File: src/rtl/theta_cordic_feeder_if.sv
// Sample-stream inputs, CORDIC AXI4-Stream output and status flags of theta_cordic_feeder.
// The master view belongs to the feeder; the slave view belongs to the source and the CORDIC side.
interface theta_cordic_feeder_if;
    logic        thetaCosValid;
    logic [15:0] thetaCos;
    logic        thetaSinValid;
    logic [15:0] thetaSin;
    logic        mAxisTvalid;
    logic        mAxisTready;
    logic [31:0] mAxisTdata;
    logic        mAxisTlast;
    logic        overflow;
    logic        desync;

    modport master (
        input  thetaCosValid, thetaCos, thetaSinValid, thetaSin, mAxisTready,
        output mAxisTvalid, mAxisTdata, mAxisTlast, overflow, desync
    );
    modport slave (
        output thetaCosValid, thetaCos, thetaSinValid, thetaSin, mAxisTready,
        input  mAxisTvalid, mAxisTdata, mAxisTlast, overflow, desync
    );
endinterface

File: src/rtl/theta_cordic_feeder.sv
// Re-pairs independently strobed cos/sin samples into {sin,cos} AXI4-Stream beats with per-line tlast.
// Build option THETA_FEED_LINE_SYNC_EN: leaving resync restarts the line (point counter zeroed).
module theta_sample_fifo #(
    parameter int DEPTH = 16
) (
    input  logic        clk_i,
    input  logic        nrst_i,
    input  logic        flush,
    input  logic        push,
    input  logic        pop,
    input  logic [15:0] din,
    output logic [15:0] dout,
    output logic        empty,
    output logic        full
);
    localparam int AW = $clog2(DEPTH);

    logic [15:0]   mem [DEPTH];
    logic [AW:0]   wrPtr, rdPtr;
    logic [AW-1:0] wrAddr;

    // A push during flush lands in slot 0 so the resync pair survives the flush.
    assign wrAddr = flush ? '0 : wrPtr[AW-1:0];
    assign empty  = (wrPtr == rdPtr);
    assign full   = (wrPtr[AW] != rdPtr[AW]) && (wrPtr[AW-1:0] == rdPtr[AW-1:0]);
    assign dout   = mem[rdPtr[AW-1:0]];

    always_ff @(posedge clk_i) begin
        if (push) mem[wrAddr] <= din;
    end

    always_ff @(posedge clk_i or negedge nrst_i) begin
        if (!nrst_i) begin
            wrPtr <= '0;
            rdPtr <= '0;
        end else if (flush) begin
            rdPtr <= '0;
            wrPtr <= push ? (AW+1)'(1) : '0;
        end else begin
            if (push) wrPtr <= wrPtr + (AW+1)'(1);
            if (pop)  rdPtr <= rdPtr + (AW+1)'(1);
        end
    end
endmodule

module theta_cordic_feeder #(
    parameter int POINTS_PER_LINE_P = 360,
    parameter int FIFO_DEPTH_P      = 16
) (
    input  logic                  clk_i,
    input  logic                  nrst_i,
    theta_cordic_feeder_if.master bus
);
    localparam int CW = (POINTS_PER_LINE_P > 1) ? $clog2(POINTS_PER_LINE_P) : 1;
    localparam logic [CW-1:0] LAST_PT = CW'(POINTS_PER_LINE_P - 1);

    typedef enum logic {ST_RUN, ST_RESYNC} state_t;

    state_t        state, stateNext;
    logic          tvalidQ, overflowQ;
    logic [31:0]   tdataQ;
    logic [CW-1:0] pointCnt;

    logic        cosEmpty, cosFull, sinEmpty, sinFull;
    logic [15:0] cosDout, sinDout, cosHead, sinHead;
    logic        cosAvail, sinAvail, canLoad, beat;
    logic        load, flush, cosPush, sinPush, dropEvt;

    // An empty FIFO is bypassed so a pair arriving together is presented on the next cycle.
    assign cosAvail = !cosEmpty || bus.thetaCosValid;
    assign sinAvail = !sinEmpty || bus.thetaSinValid;
    assign cosHead  = cosEmpty ? bus.thetaCos : cosDout;
    assign sinHead  = sinEmpty ? bus.thetaSin : sinDout;
    assign canLoad  = !tvalidQ || bus.mAxisTready;
    assign beat     = tvalidQ && bus.mAxisTready;

    theta_sample_fifo #(.DEPTH(FIFO_DEPTH_P)) uCosFifo (
        .clk_i(clk_i), .nrst_i(nrst_i), .flush(flush), .push(cosPush),
        .pop(load && !cosEmpty), .din(bus.thetaCos), .dout(cosDout),
        .empty(cosEmpty), .full(cosFull)
    );
    theta_sample_fifo #(.DEPTH(FIFO_DEPTH_P)) uSinFifo (
        .clk_i(clk_i), .nrst_i(nrst_i), .flush(flush), .push(sinPush),
        .pop(load && !sinEmpty), .din(bus.thetaSin), .dout(sinDout),
        .empty(sinEmpty), .full(sinFull)
    );

    always_comb begin
        stateNext = state;
        load      = 1'b0;
        flush     = 1'b0;
        cosPush   = 1'b0;
        sinPush   = 1'b0;
        dropEvt   = 1'b0;
        case (state)
            ST_RUN: begin
                load    = canLoad && cosAvail && sinAvail;
                // A bypassed sample is consumed directly; a full FIFO accepts only alongside a pop.
                cosPush = bus.thetaCosValid && !(load && cosEmpty) && (!cosFull || load);
                sinPush = bus.thetaSinValid && !(load && sinEmpty) && (!sinFull || load);
                dropEvt = (bus.thetaCosValid && cosFull && !load) ||
                          (bus.thetaSinValid && sinFull && !load);
                if (dropEvt) stateNext = ST_RESYNC;
            end
            ST_RESYNC: begin
                flush = 1'b1;
                if (bus.thetaCosValid && bus.thetaSinValid) begin
                    cosPush   = 1'b1;
                    sinPush   = 1'b1;
                    stateNext = ST_RUN;
                end
            end
            default: stateNext = ST_RUN;
        endcase
    end

    always_ff @(posedge clk_i or negedge nrst_i) begin
        if (!nrst_i) begin
            state     <= ST_RUN;
            overflowQ <= 1'b0;
        end else begin
            state <= stateNext;
            if (dropEvt) overflowQ <= 1'b1;
        end
    end

    always_ff @(posedge clk_i or negedge nrst_i) begin
        if (!nrst_i) begin
            tvalidQ <= 1'b0;
            tdataQ  <= '0;
        end else if (load) begin
            tvalidQ <= 1'b1;
            tdataQ  <= {sinHead, cosHead};
        end else if (bus.mAxisTready) begin
            tvalidQ <= 1'b0;
        end
    end

    always_ff @(posedge clk_i or negedge nrst_i) begin
        if (!nrst_i) begin
            pointCnt <= '0;
`ifdef THETA_FEED_LINE_SYNC_EN
        end else if (state == ST_RESYNC && stateNext == ST_RUN) begin
            pointCnt <= '0;
`endif
        end else if (beat) begin
            pointCnt <= (pointCnt == LAST_PT) ? '0 : pointCnt + CW'(1);
        end
    end

    assign bus.mAxisTvalid = tvalidQ;
    assign bus.mAxisTdata  = tdataQ;
    assign bus.mAxisTlast  = tvalidQ && (pointCnt == LAST_PT);
    assign bus.overflow    = overflowQ;
    assign bus.desync      = (state == ST_RESYNC);
endmodule

File: src/flat_wrapper.sv
// flat-port wrapper written by rule: the top's interface ports become plain ports
module theta_cordic_feeder_flat 
#(
    parameter int POINTS_PER_LINE_P = 360,
    parameter int FIFO_DEPTH_P      = 16
)
  (clk_i, nrst_i, bus_thetaCosValid, bus_thetaCos, bus_thetaSinValid, bus_thetaSin, bus_mAxisTready, bus_mAxisTvalid, bus_mAxisTdata, bus_mAxisTlast, bus_overflow, bus_desync);
  theta_cordic_feeder_if bus_i ();
  input  logic clk_i;
  input  logic nrst_i;
  input wire logic [$bits(bus_i.thetaCosValid)-1:0] bus_thetaCosValid;
  input wire logic [$bits(bus_i.thetaCos)-1:0] bus_thetaCos;
  input wire logic [$bits(bus_i.thetaSinValid)-1:0] bus_thetaSinValid;
  input wire logic [$bits(bus_i.thetaSin)-1:0] bus_thetaSin;
  input wire logic [$bits(bus_i.mAxisTready)-1:0] bus_mAxisTready;
  output wire logic [$bits(bus_i.mAxisTvalid)-1:0] bus_mAxisTvalid;
  output wire logic [$bits(bus_i.mAxisTdata)-1:0] bus_mAxisTdata;
  output wire logic [$bits(bus_i.mAxisTlast)-1:0] bus_mAxisTlast;
  output wire logic [$bits(bus_i.overflow)-1:0] bus_overflow;
  output wire logic [$bits(bus_i.desync)-1:0] bus_desync;
  assign bus_i.thetaCosValid = bus_thetaCosValid;
  assign bus_i.thetaCos = bus_thetaCos;
  assign bus_i.thetaSinValid = bus_thetaSinValid;
  assign bus_i.thetaSin = bus_thetaSin;
  assign bus_i.mAxisTready = bus_mAxisTready;
  assign bus_mAxisTvalid = bus_i.mAxisTvalid;
  assign bus_mAxisTdata = bus_i.mAxisTdata;
  assign bus_mAxisTlast = bus_i.mAxisTlast;
  assign bus_overflow = bus_i.overflow;
  assign bus_desync = bus_i.desync;
  theta_cordic_feeder #(.POINTS_PER_LINE_P(POINTS_PER_LINE_P), .FIFO_DEPTH_P(FIFO_DEPTH_P)) u_core (.clk_i(clk_i), .nrst_i(nrst_i), .bus(bus_i));
endmodule
File: config.mk
export PLATFORM = sky130hd
export DESIGN_NAME = theta_cordic_feeder_flat
export DESIGN_NICKNAME = d
export VERILOG_FILES = /design/src/rtl/theta_cordic_feeder_if.sv /design/src/rtl/theta_cordic_feeder.sv /design/src/flat_wrapper.sv
export SDC_FILE = /design/constraint.sdc
export NUM_CORES = 1
export LEC_CHECK = 0
export CAP_MARGIN = 0
export CORE_UTILIZATION = 45
export CTS_BUF_LIST = sky130_fd_sc_hd__clkbuf_2 sky130_fd_sc_hd__clkbuf_4 sky130_fd_sc_hd__clkbuf_8
export DETAILED_ROUTE_END_ITERATION = 10
export PLACE_DENSITY = 0.73
export SLEW_MARGIN = 25
export SYNTH_ARGS = -nofsm -noshare
export SYNTH_HDL_FRONTEND = slang
export SYNTH_HIERARCHICAL = 1
export SYNTH_SLANG_ARGS = --single-unit
File: constraint.sdc
create_clock -name clk_i -period 4.15 [get_ports clk_i]
set_clock_uncertainty 0.2 [all_clocks]
set_input_delay 0.6225 -clock clk_i [delete_from_list [all_inputs] [get_ports clk_i]]
set_output_delay 0.6225 -clock clk_i [all_outputs]
set_load 0.05 [all_outputs]
==> run_results.csv <==
group,metric,value,unit
status,status,"completed",
critical_path,worst-r2r-setup-slack,0.74,ns
sta,rsz_0062_raised_after_global_routing,"false",
detailed_routing,avgRoutedWirePerCell,22.8,µm
worst_hold_path,hold_path_end,"u_core/bus.overflow$_DFFE_PN0P_",
power_and_ir_drop,cellLeakagePower,9.23,nW
placement,globalplace.congestion,0.798,
sta,final_setup_fails,0,
power_and_ir_drop,comb_power_share,36.5,%
worst_hold_path,min_path_cells,1,
global_routing,grt_pass1_vias,12114,
power_and_ir_drop,vdd_drop_max,0.422,mV
detailed_routing,final_routed_wirelength_across_all_metal_layers,47.8,mm
global_routing,grt_antenna_before_repair,0,
cts,root_buffer,"clkbuf_8",
detailed_routing,detail_route.iter0.violations,932,
cts,cts-hold-fix-buffers,1,
critical_path,timing.critical_path.arrival,2.81,ns
floorplanning,die_height,230,µm
yosys,synth-edff-count,512,
yosys,yosys.cell_types.count,54,
yosys,synth_async_sr_flop_share,11.1,%
worst_hold_path,worstHoldPathType,"flop to flop",
floorplanning,chip_width,230,µm
yosys,synth_top_cell_by_area,"edfxtp_1",
yosys,dominantRegCellSynth,"edfxtp_1",
sta,slew-limit-headroom,36.1,%
floorplanning,start_util,45.6,%
yosys,synthesis.nets,1233,
global_routing,overflow,0,
placement,io_buffer_count,72,
detailed_routing,drc_violations_left,0,
detailed_routing,total_iterations_of_the_first_detailed_routing_run,5,
layout,layout_commonest_cell,"edfxtp_1",
layout,drive_above_1_share,23.9,%
yosys,biggest_area_contributors_in_the_synthesized_netlist,"edfxtp_1, dfrtp_1, mux4_2",
power_and_ir_drop,sequential_cell_fraction_of_total_power,39.1,%
sta,layout_min_cycle_time,3.64,ns
cts,cts_inserted_buffers,92,
detailed_routing,via_count,11831,
critical_path,timing.critical_path.to_type,"output pin",
global_routing,pin_count_of_the_biggest_net_entering_global_routing,65,
yosys,yosys_register_bits,576,
critical_path,timing.critical_path.fanout_max,7,
power_and_ir_drop,report.power.total,0.0197,W
global_routing,grt_usage,18.3,%
layout,finalNetCount,1388,
placement,detailedPlace.worstSlack,0.707,ns
critical_path,worstRegToRegCells,8,
critical_path,timing.rr.end,"u_core/bus.mAxisTdata[25]$_DFFE_PN0P_",
yosys,synth_cells,1191,
power_and_ir_drop,clock_power_share,24.4,%
critical_path,critical_path_class,"flop to output pin",
sta,report.final.hold_viol_count,0,
cts,clk_pin_slew_worst_paths,0.06,ns
yosys,syn_avg_cell_area,19.7,µm²
sta,final_sum_of_negative_setup_slack,0,ns
yosys,yosys_warnings,6,
sta,max_slew.worst_pin.slew,0.958,ns
cts,tritoncts_num_sinks,576,
critical_path,r2r_start,"u_core/uSinFifo/rdPtr[1]$_DFFE_PN0P_",
detailed_routing,drt-vias-per-instance,5.64,
floorplanning,design.core.area,51400,µm²
sta,fmax,0.275,GHz
job,cap_viol_max_count,0,
cts,tritoncts,"built",
sta,finalCritPeriodShare,87.6,%
sta,maxSlewViolCount,0,
worst_hold_path,hp-start,"u_core/bus.overflow$_DFFE_PN0P_",
power_and_ir_drop,power.internal,0.0131,W
layout,most-common-layout-cells,"edfxtp_1, mux2i_1, clkbuf_8",
cts,cts_max_level,3,
layout,areaGrowthSynthToFinish,14.5,%
cts,cts_setup_buffers,0,
power_and_ir_drop,p_sw,0.00663,W
yosys,synth_top_area_share,65.5,%
floorplanning,std_cell_rows,83,
sta,postLayoutSetupSlackWorst,0.513,ns
yosys,synthesis.area,23500,µm²
cts,cts_max_path_buffers,3,
placement,post-dp-hpwl,29.6,mm
critical_path,cp-start-kind,"flop",
floorplanning,ios,73,
power_and_ir_drop,power.switching_fraction,33.6,%
global_routing,grt_first_pass_wirelength,73.3,mm
sta,fin_hold_ws,0.259,ns
yosys,seq_area_frac_synth,72.3,%
critical_path,worst_ep_required_time,3.33,ns
cts,clock_latency,0.66,ns
detailed_routing,final_antenna_net_count,0,
power_and_ir_drop,power-per-cell-area,734,nW/µm²
cts,post_cts_resize_count,0,
floorplanning,floorplan.die_area,53100,µm²
layout,antenna_cells_inserted,0,
## worst max-delay path: stages (launching register included)
cell and delay (ns):
dfrtp_1 0.45, or4b_4 0.56, nor2_1 0.20, and2_1 0.16
clkdlybuf4s50_1 0.80
## kinds of logic after synthesis
logic type / Yosys count / share of synthesized area (%)
buffers and inverters: 73 / 2.22
muxes: 261 / 17.8
adders and majority gates: 5 / 0.267
AOI/OAI and AO/OA: 116 / 3.54
and+or+nand+nor: 131 / 2.77
xor gates and xnor gates: 29 / 1.08
DFF: 576 / 72.3
## registers in the layout, indices dropped and copies added, names as in the netlist, 5 cells and up
register and count:
u_core/uCosFifo/rdPtr 5, u_core/uSinFifo/mem 256, u_core/bus.mAxisTdata 32, u_core/uCosFifo/mem 256, u_core/pointCnt 9, u_core/uCosFifo/wrPtr 5, u_core/uSinFifo/rdPtr 5, u_core/uSinFifo/wrPtr 5
## metal layers
layer / up-vias / track usage [%] / wire length (µm)
met5: - / 0 / 0
met3: 62 / 4.06 / 2950
met2: 408 / 28.7 / 22800
li1: 5216 / - / -
met1: 6145 / 25.6 / 21200
met4: 0 / 5.96 / 894
## Yosys cell counts, types with 3 or more instances
master / instances
a21oi_1: 3
xnor2_1: 17
inv_1: 4
o21ai_1: 33
a32oi_1: 32
edfxtp_1: 512
buf_6: 10
clkbuf_1: 18
mux2i_1: 100
dfrtp_1: 64
nor3_1: 7
mux4_1: 44
buf_12: 3
nand3_1: 10
mux4_2: 52
mux2_2: 33
xor2_1: 12
a22oi_1: 33
mux2_4: 30
buf_2: 24
buf_4: 6
nor2_1: 51
buf_8: 6
nor2b_1: 8
nand2b_1: 9
nor4_1: 3
nand4_1: 11
nand2_1: 18
ha_1: 5
## worst max-delay path by stage
stage	start	to	slack, ns	cells past startpoint
6_report	u_core/pointCnt[3]$_DFFE_PN0P_	bus_mAxisTlast	0.51	4
5_1_grt	u_core/pointCnt[3]$_DFFE_PN0P_	bus_mAxisTlast	0.39	4
4_1_cts	u_core/pointCnt[3]$_DFFE_PN0P_	bus_mAxisTlast	0.45	4
3_5_place_dp	bus_mAxisTready	u_core/uCosFifo/mem[3][10]$_DFFE_PP_	0.71	8
3_3_place_gp	bus_mAxisTready	u_core/uCosFifo/mem[1][10]$_DFFE_PP_	0.78	8
2_1_floorplan	u_core/uCosFifo/rdPtr[1]$_DFFE_PN0P_	u_core/uSinFifo/mem[1][0]$_DFFE_PP_	0.05	14
## per-stage QoR
step                instance area [µm²]  std cells  util [%]
floorplan                         23500       1191         -
global placement                  25000       1931      48.7
detailed placement                25000       1931      48.7
CTS                               26900       2097      52.3
global route                      26900       2097      52.3
finish                            26900       2097      52.3
## cell type report
cell class | count | area (µm²)
Fill cell | 3991 | 24500
Sequential cell | 576 | 17000
Multi-Input combinational cell | 542 | 6030
Clock buffer | 117 | 1460
Timing Repair Buffer | 130 | 1160
Tap cell | 680 | 851
Clock inverter | 48 | 365
Inverter | 4 | 15.0
## power by group through the flow
stage,Sequential [W],Combinational (W),Clock (W)
finish,0.00772,0.00719,0.00481
global route,0.00781,0.00766,0.00516
CTS,0.00773,0.00724,0.00493
detailed placement,0.00784,0.00718,0
global placement,0.00780,0.00710,0
floorplan,0.00826,0.00494,0
(Power assumes the default switching activity.)
